===== src/rtl/ftoi.sv =====
// ftoi: 2-stage IEEE-754 single to signed 32-bit integer converter with valid/ready handshake.
// Truncates toward zero by default; define FTOI_ROUND_NEAREST_EN for round-to-nearest-even.
module ftoi (
    input  logic        clk,
    input  logic        rst,
    input  logic        in_valid,
    output logic        in_ready,
    input  logic [31:0] a,
    output logic        out_valid,
    input  logic        out_ready,
    output logic [31:0] c
);
    logic        s1_valid, s2_valid, s1_load, s2_load;
    logic        s1_neg, s1_sat;
    logic [32:0] s1_mag;
    logic [7:0]  e;
    logic        in_rng, neg_d, sat_d;
    logic [32:0] mag_d, r, sv;
    logic [31:0] res;
`ifdef FTOI_ROUND_NEAREST_EN
    logic        s1_g, s1_st;
    logic [54:0] x;
`endif
    assign s2_load   = !s2_valid || out_ready;
    assign s1_load   = !s1_valid || s2_load;
    assign in_ready  = s1_load;
    assign out_valid = s2_valid;
    always_comb begin
        e      = a[30:23];
        in_rng = e >= 8'd126 && e <= 8'd157;
        // NaN reports as positive so it saturates to the max positive value
        neg_d  = a[31] && !(e == 8'hFF && |a[22:0]);
        sat_d  = e >= 8'd158;
`ifdef FTOI_ROUND_NEAREST_EN
        // 24 fraction bits below the integer part carry guard and sticky
        x      = in_rng ? {31'b0, 1'b1, a[22:0]} << (e - 8'd126) : 55'b0;
        mag_d  = {2'b0, x[54:24]};
`else
        mag_d  = !in_rng ? 33'b0 :
                 e >= 8'd150 ? {9'b0, 1'b1, a[22:0]} << (e - 8'd150) :
                               {9'b0, 1'b1, a[22:0]} >> (8'd150 - e);
`endif
    end
    always_comb begin
`ifdef FTOI_ROUND_NEAREST_EN
        r   = s1_mag + {32'b0, s1_g & (s1_st | s1_mag[0])};
`else
        r   = s1_mag;
`endif
        sv  = s1_neg ? -r : r;
        // a 33-bit signed value outside the 32-bit range shows as differing top bits
        res = (s1_sat || (sv[32] ^ sv[31])) ? (s1_neg ? 32'h80000000 : 32'h7FFFFFFF) : sv[31:0];
    end
    always_ff @(posedge clk) begin
        if (!rst) begin
            s1_valid <= 1'b0;
            s2_valid <= 1'b0;
            c        <= 32'h0;
        end else begin
            if (s1_load) s1_valid <= in_valid;
            if (s2_load) s2_valid <= s1_valid;
            if (s2_load && s1_valid) c <= res;
        end
    end
    always_ff @(posedge clk) begin
        if (s1_load && in_valid) begin
            s1_neg <= neg_d;
            s1_sat <= sat_d;
            s1_mag <= mag_d;
`ifdef FTOI_ROUND_NEAREST_EN
            s1_g   <= x[23];
            s1_st  <= |x[22:0];
`endif
        end
    end
endmodule


===== config.mk =====
export PLATFORM = sky130hd
export DESIGN_NAME = ftoi
export DESIGN_NICKNAME = d
export VERILOG_FILES = /design/src/rtl/ftoi.sv
export SDC_FILE = /design/constraint.sdc
export NUM_CORES = 1
export LEC_CHECK = 0
export CAP_MARGIN = 10
export CELL_PAD_IN_SITES_DETAIL_PLACEMENT = 2
export CELL_PAD_IN_SITES_GLOBAL_PLACEMENT = 2
export CORE_ASPECT_RATIO = 0.75
export CORE_MARGIN = 2
export CORE_UTILIZATION = 35
export CTS_BUF_LIST = sky130_fd_sc_hd__clkbuf_2 sky130_fd_sc_hd__clkbuf_4 sky130_fd_sc_hd__clkbuf_8
export DETAILED_ROUTE_END_ITERATION = 8
export GPL_TIMING_DRIVEN = 0
export PLACE_DENSITY_LB_ADDON = 0.1
export SYNTH_ARGS = -nofsm -noshare
export SYNTH_HDL_FRONTEND = slang
export SYNTH_SLANG_ARGS = --single-unit

===== constraint.sdc =====
create_clock -name clk -period 5.2 [get_ports clk]
set_input_delay 1.04 -clock clk [delete_from_list [all_inputs] [get_ports clk]]
set_output_delay 1.04 -clock clk [all_outputs]
set_load 0.01 [all_outputs]

==> results of run 1 <==
-- flip-flops by register name (all words and copies together), names as in the netlist --
register	flops
c	32
out_valid	1
r	33
s1_neg	1
s1_sat	1
s1_valid	1
-- path summary, 6_finish.rpt --
path | end | slack, ns
worst max register to register | c[28] | 0.38
worst max-delay path | r[9] | 0.23
worst min register to register | c[2] | 0.46
worst min-delay path | c[2] | 0.46
-- routing by layer --
| layer | vias to the layer above | wire, um |
|---|---|---|
| met5 | - | 0 |
| met4 | 0 | 360 |
| met3 | 32 | 2740 |
| met2 | 252 | 12800 |
| met1 | 3907 | 15600 |
| li1 | 3363 | - |
-- logic make-up after synthesis --
kind of cell / Yosys count / share of synthesized area (%)
simple gates: 312 / 22.7
buf+inv: 85 / 4.91
flops: 69 / 26.3
fa+ha+maj: 8 / 1.52
compound gates: 276 / 27.1
xor+xnor: 21 / 3.02
mux: 78 / 14.5
-- layout make-up --
class                      instances  area (um2)
fill                            2119       10600
clock buffer                      10         138
timing repair buffer              66         678
tap                              247         309
clock inverter                     6        93.8
sequential                        69        1730
inverter                          13        48.8
buffer                            69         278
multi-input combinational        695        4530
-- where the power goes --
part           switching [mW]  internal (mW)
sequential             0.0346          0.604
combinational           0.435          0.240
clock                   0.238          0.287
-- Yosys cell counts, drive strengths merged (9+ instances only) --
| library cell | count |
|---|---|
| a211oi | 26 |
| a21oi | 86 |
| a22oi | 14 |
| a31oi | 16 |
| clkbuf | 67 |
| dfxtp | 34 |
| edfxtp | 35 |
| inv | 12 |
| mux2 | 26 |
| mux2i | 41 |
| mux4 | 11 |
| nand2 | 97 |
| nand2b | 12 |
| nand3 | 20 |
| nor2 | 62 |
| nor2b | 10 |
| nor3 | 55 |
| nor4 | 16 |
| o211ai | 11 |
| o21ai | 55 |
| xnor2 | 12 |
| xor2 | 9 |
-- per-stage QoR --
stage / setup slack [ns] / setup TNS (ns) / std cells / util, % / instance area (um2)
6_report: 0.230 / 0 / 1175 / 42.3 / 7810
5_1_grt: 0.0606 / 0 / 1175 / 42.3 / 7810
4_1_cts: 0.0350 / 0 / 1177 / 42.3 / 7810
3_5_place_dp: -1.59 / -33.74 / 1162 / 41.0 / 7560
3_3_place_gp: -1.54 / -29.06 / 1161 / 40.8 / 7540
2_1_floorplan: 0.384 / 0 / 849 / - / 6580
-- tightest hold or removal path, cell delays in order, from the launching register on --
cell and delay (ns):
sky130_fd_sc_hd__dfxtp_1 0.33, sky130_fd_sc_hd__nand2_1 0.05, sky130_fd_sc_hd__nand3_1 0.05
==> results.sh, run 1 <==
export IMPL_clock_skew_final_ns=0.00514
export IMPL_routing_usage_on_met2_pct=46.2
export IMPL_cts_root_buffer_cell="sky130_fd_sc_hd__clkbuf_8"
export IMPL_synth_ff_type="sky130_fd_sc_hd__edfxtp_1"
export IMPL_maxSlewHeadroom_pct=18.1
export IMPL_first_pass_iters=4
export IMPL_synth_top_cells_by_area="sky130_fd_sc_hd__edfxtp_1 (16%), sky130_fd_sc_hd__dfxtp_1 (10%), sky130_fd_sc_hd__a21oi_1 (6.5%)"
export IMPL_mostFrequentLayoutCell="sky130_fd_sc_hd__nand2_1"
export IMPL_n_antenna_cell=0
export IMPL_critical_path_peak_fanout=10
export IMPL_grt_overflow_total=0
export IMPL_run_status="complete, no violations"
export IMPL_io_pins=70
export IMPL_post_synth_instance_area_um2=6580
export IMPL_core_um2=18500
export IMPL_period_share_pct=95.6
export IMPL_cp_num_buf_inv=4
export IMPL_grt_total_usage_pct=32.0
export IMPL_synth_net_count=893
export IMPL_routed_wl_per_cell_um=26.8
export IMPL_static_leakage_power_nw=2.64
export IMPL_use_met1_pct=47.4
export IMPL_post_route_cells_drive_above_1_share_pct=8.19
export IMPL_detail_route_iter0_violations=749
export IMPL_synth_warning_count=0
export IMPL_clk_insertion_delay_late_ns=0.37
export IMPL_flow_area_growth_from_synthesis_pct=18.7
export IMPL_finalSetupViolations=0
export IMPL_whs_path_depth=2
export IMPL_cts_hold_fix_buffers=0
export IMPL_worstPathCellList="clkdlybuf4s50_1, clkbuf_1, clkbuf_1, clkbuf_1, nand2_1, a211oi_1, nor2_1, a21oi_1, a22oi_1, a21oi_1"
export IMPL_residual_drc=0
export IMPL_cpPeakStageDelay_ns=0.89
export IMPL_place_hpwl_um=25300
export IMPL_final_period_minus_worst_setup_slack_ns=4.97
export IMPL_synth_largest_area_cell="sky130_fd_sc_hd__edfxtp_1"
export IMPL_post_synth_top_area_fraction_pct=16.0
export IMPL_cts_reportedPaths_clkPinSlew_ns=0.08
export IMPL_grt_start_max_net_pins=24
export IMPL_die_y_um=123
export IMPL_fp_dieArea_um2=19900
export IMPL_detailroute_via_count=7554
export IMPL_cts_sink_count=69
export IMPL_hold_worst_slack_ns=0.456
export IMPL_arrival_time_worst_endpoint_ns=5.17
export IMPL_cts_htree_levels=3
export IMPL_grt_pass1_wl_um=47500
export IMPL_postSynthAreaPerCell_um2=7.75
export IMPL_start_util_pct=35.6
export IMPL_timing_max_transition_violations_final=0
export IMPL_cts_buffers_inserted=9
export IMPL_most_common_layout_cells="sky130_fd_sc_hd__nand2_1 (97), sky130_fd_sc_hd__a21oi_1 (84), sky130_fd_sc_hd__clkdlybuf4s50_1 (65)"
export IMPL_die_width_um=162
export IMPL_critical_path_class="input pin to flop"
export IMPL_critical_path_depth=10
export IMPL_unrepaired_setup_endpoints_after_global_routing="no"
export IMPL_critical_path_top_cell_by_count="sky130_fd_sc_hd__clkbuf_1"
export IMPL_placementRows=43
export IMPL_ir_drop_uv=131
export IMPL_critical_path_startpoint_type="input pin"
export IMPL_critical_path_endpoint_category="flop"
export IMPL_max_cap_violations=0
export IMPL_number_of_enable_type_register_cells_in_the_synthesized_netlist=35
export IMPL_netlist_cell_type_count=72
export IMPL_detail_routed_via_count_per_cell=6.43
export IMPL_crit_start="a[24]"
export IMPL_p_total_mw=1.84
export IMPL_grt_antenna_before_repair=0
export IMPL_reg2reg_depth=10
export IMPL_post_synth_inst_count=849
export IMPL_grt_busiest_layer="met1"
export IMPL_hold_path_startpoint="c[2]"
export IMPL_place_gp_congestion=0.963
export IMPL_maxClockFrequency_mhz=201
export IMPL_crit_slowest_cell="sky130_fd_sc_hd__a211oi_1"
export IMPL_hold_class="flop to flop"
export IMPL_tritoncts="yes"
export IMPL_cpLargestDelayFamily="buffers and inverters"
export IMPL_globalRouteMet3Util_pct=9.46
export IMPL_worstMarginPinSlew_ns=1.22
export IMPL_reg2reg_launch_point="r[0]"
export IMPL_yosysSeqAreaShare_pct=26.3
export IMPL_max_clock_path_buffers=2
export IMPL_port_buffers=65
export IMPL_antenna_left=0
export IMPL_drt_wl_total_um=31500
export IMPL_first_global_vias=7720
export IMPL_final_net_count=967
export IMPL_asyncSetResetFlopFracSynth_pct=0
export IMPL_final_hold_viol_count=0
export IMPL_post_cts_resized_instances=8
export IMPL_post_cts_setup_buffer_count=0
export IMPL_synth_seq_cells=69
export IMPL_cellPowerDensity_nw_per_um2=236
export IMPL_worst_ep_required_time_ns=5.40
(Power assumes the default switching activity.)
==> run 2: changes to the inputs <==
Settings changed: CAP_MARGIN 10 to default.
==> run 2 against run 1 <==
Effect of this change: utilization down 0.12 points; count of clock-buffer cells in the layout down 1; combinational power about the same; worst hold slack better by 0.0013 ns; first-iteration DRC count up 11%; power down 0.72%; sequential power about the same.
==> results.sh, run 2 (same netlist as run 1, synthesis figures left out) <==
export IMPL_run_status="complete, no violations"
export IMPL_final_period_minus_worst_setup_slack_ns=4.92
export IMPL_post_place_ws_ns=-1.61
export IMPL_cellPowerDensity_nw_per_um2=235
export IMPL_residual_drc=0
export IMPL_fp_dieArea_um2=19900
export IMPL_critical_path_endpoint_category="flop"
export IMPL_arrival_time_worst_endpoint_ns=5.12
export IMPL_seq_area_um2=1730
export IMPL_numPlacedInstances=1161
export IMPL_maxClockFrequency_mhz=203
export IMPL_grt_start_max_net_pins=36
export IMPL_grt_antenna_before_repair=0
export IMPL_hold_path_startpoint="c[2]"
export IMPL_detail_route_iter0_violations=829
export IMPL_reg2reg_launch_point="r[0]"
export IMPL_mostFrequentLayoutCell="sky130_fd_sc_hd__nand2_1"
export IMPL_hold_class="flop to flop"
export IMPL_instances_no_fill=1176
export IMPL_post_route_cell_area_um2=7790
export IMPL_io_pins=70
export IMPL_clock_skew_final_ns=0.00981
export IMPL_cts_htree_levels=3
export IMPL_clk_insertion_delay_late_ns=0.37
export IMPL_p_total_mw=1.83
export IMPL_finalSetupViolations=0
export IMPL_critical_path_class="input pin to flop"
export IMPL_whs_path_depth=2
export IMPL_period_share_pct=94.5
export IMPL_critical_path_peak_fanout=10
export IMPL_routed_wl_per_cell_um=26.7
export IMPL_cts_sink_count=69
export IMPL_multiInputGateArea_um2=4540
export IMPL_setup_slack_ns=0.285
export IMPL_reg2reg_depth=10
export IMPL_port_buffers=65
export IMPL_placed_area_um2=7540
export IMPL_ir_drop_uv=151
export IMPL_cpPeakStageDelay_ns=0.80
export IMPL_post_route_cells_drive_above_1_share_pct=8.07
export IMPL_critical_path_top_cell_by_count="sky130_fd_sc_hd__clkbuf_1"
export IMPL_worst_hold_path_endpoint="c[2]"
export IMPL_regToRegSetupSlack_ns=0.51
export IMPL_fillCellCount=2156
export IMPL_detailroute_via_count=7581
export IMPL_static_leakage_power_nw=2.63
export IMPL_cts_hold_fix_buffers=0
export IMPL_grt_pass1_wl_um=47000
export IMPL_first_global_vias=7571
export IMPL_worstMarginPinSlew_ns=1.19
export IMPL_worst_r2r_endpoint="c[28]"
export IMPL_n_antenna_cell=0
export IMPL_worst_ep_required_time_ns=5.40
export IMPL_drt_wl_total_um=31400
export IMPL_maxSlewHeadroom_pct=20.0
export IMPL_place_hpwl_um=25300
export IMPL_most_common_layout_cells="sky130_fd_sc_hd__nand2_1 (97), sky130_fd_sc_hd__a21oi_1 (85), sky130_fd_sc_hd__clkdlybuf4s50_1 (65)"
export IMPL_cts_reportedPaths_clkPinSlew_ns=0.08
export IMPL_grt_total_usage_pct=31.6
export IMPL_antenna_left=0
export IMPL_worstPathCellList="clkdlybuf4s50_1, clkbuf_1, clkbuf_1, clkbuf_1, nand2_1, a211oi_1, nor2_1, a21oi_1, a22oi_1, a21oi_1"
export IMPL_place_gp_congestion=0.963
export IMPL_placementRows=43
export IMPL_tritoncts="yes"
export IMPL_max_cap_violations=0
export IMPL_first_pass_iters=7
export IMPL_final_setup_tns_ns=0
export IMPL_grt_overflow_total=0
export IMPL_die_y_um=123
export IMPL_flow_area_growth_from_synthesis_pct=18.4
export IMPL_core_um2=18500
export IMPL_final_hold_viol_count=0
export IMPL_final_net_count=968
export IMPL_largest_register_ff_count=33
export IMPL_unrepaired_setup_endpoints_after_global_routing="no"
export IMPL_crit_slowest_cell="sky130_fd_sc_hd__a211oi_1"
export IMPL_detail_routed_via_count_per_cell=6.45
export IMPL_cts_buffers_inserted=9
export IMPL_cts_root_buffer_cell="sky130_fd_sc_hd__clkbuf_8"
export IMPL_die_width_um=162
export IMPL_start_util_pct=35.6
export IMPL_max_clock_path_buffers=2
export IMPL_critical_path_startpoint_type="input pin"
export IMPL_timing_max_transition_violations_final=0
==> run 2: where the power goes <==
group	internal [mW]	total [mW]	switching, mW
registers	0.605	0.639	0.0348
clock network	0.272	0.514	0.242
logic	0.239	0.673	0.434
total	1.12	1.83	0.711
==> run 2: critical path, delay by kind of cell <==
family	cells	cell delay (ns)
buffers and inverters	4	2.17
AOI/OAI and AO/OA	4	1.67
and+or+nand+nor	2	0.22
==> run 2: routing by layer <==
metal  routed length [um]  global-route usage (%)
met1                15200                    47.3
met2                12800                    45.3
met3                 3120                    9.83
met4                  243                    3.87
met5                    0                       0
==> run 2: final cells by class <==
type / count / share of cell area [%]
repair buffers: 65 / 8.35
well taps: 247 / 3.97
clock inverters: 7 / 1.27
clock buffers: 9 / 1.59
inverters: 13 / 0.627
multi-input cells: 695 / 58.3
flip-flops and latches: 69 / 22.2
plain buffers: 71 / 3.66
==> run 2: stage by stage <==
| stage | util, % | hold WS [ns] |
|---|---|---|
| detailed placement | 40.8 | 0.444 |
| global route | 42.2 | 0.476 |
| floorplan | - | 0.482 |
| finish | 42.2 | 0.457 |
| global placement | 40.8 | 0.438 |
| CTS | 42.1 | 0.463 |
==> run 2: worst max path at each step <==
| stage | from | end | slack, ns | cells after the start |
|---|---|---|---|---|
| after CTS | a[23] | r[8] | 0.04 | 14 |
| after global routing | a[24] | r[8] | 0.02 | 12 |
| after detailed placement | a[23] | r[8] | -1.61 | 16 |
| after floorplan | a[23] | r[4] | 0.38 | 15 |
| after global placement | a[23] | r[8] | -1.54 | 16 |
| final | a[24] | r[9] | 0.28 | 10 |
==> run 2: repair_timing <==
item / in CTS / in global routing
resized for setup: 8 / 7
setup endpoints to repair: 32 / 16
setup buffers: 0 / 0
endpoints found under the hold margin: 0 / 0
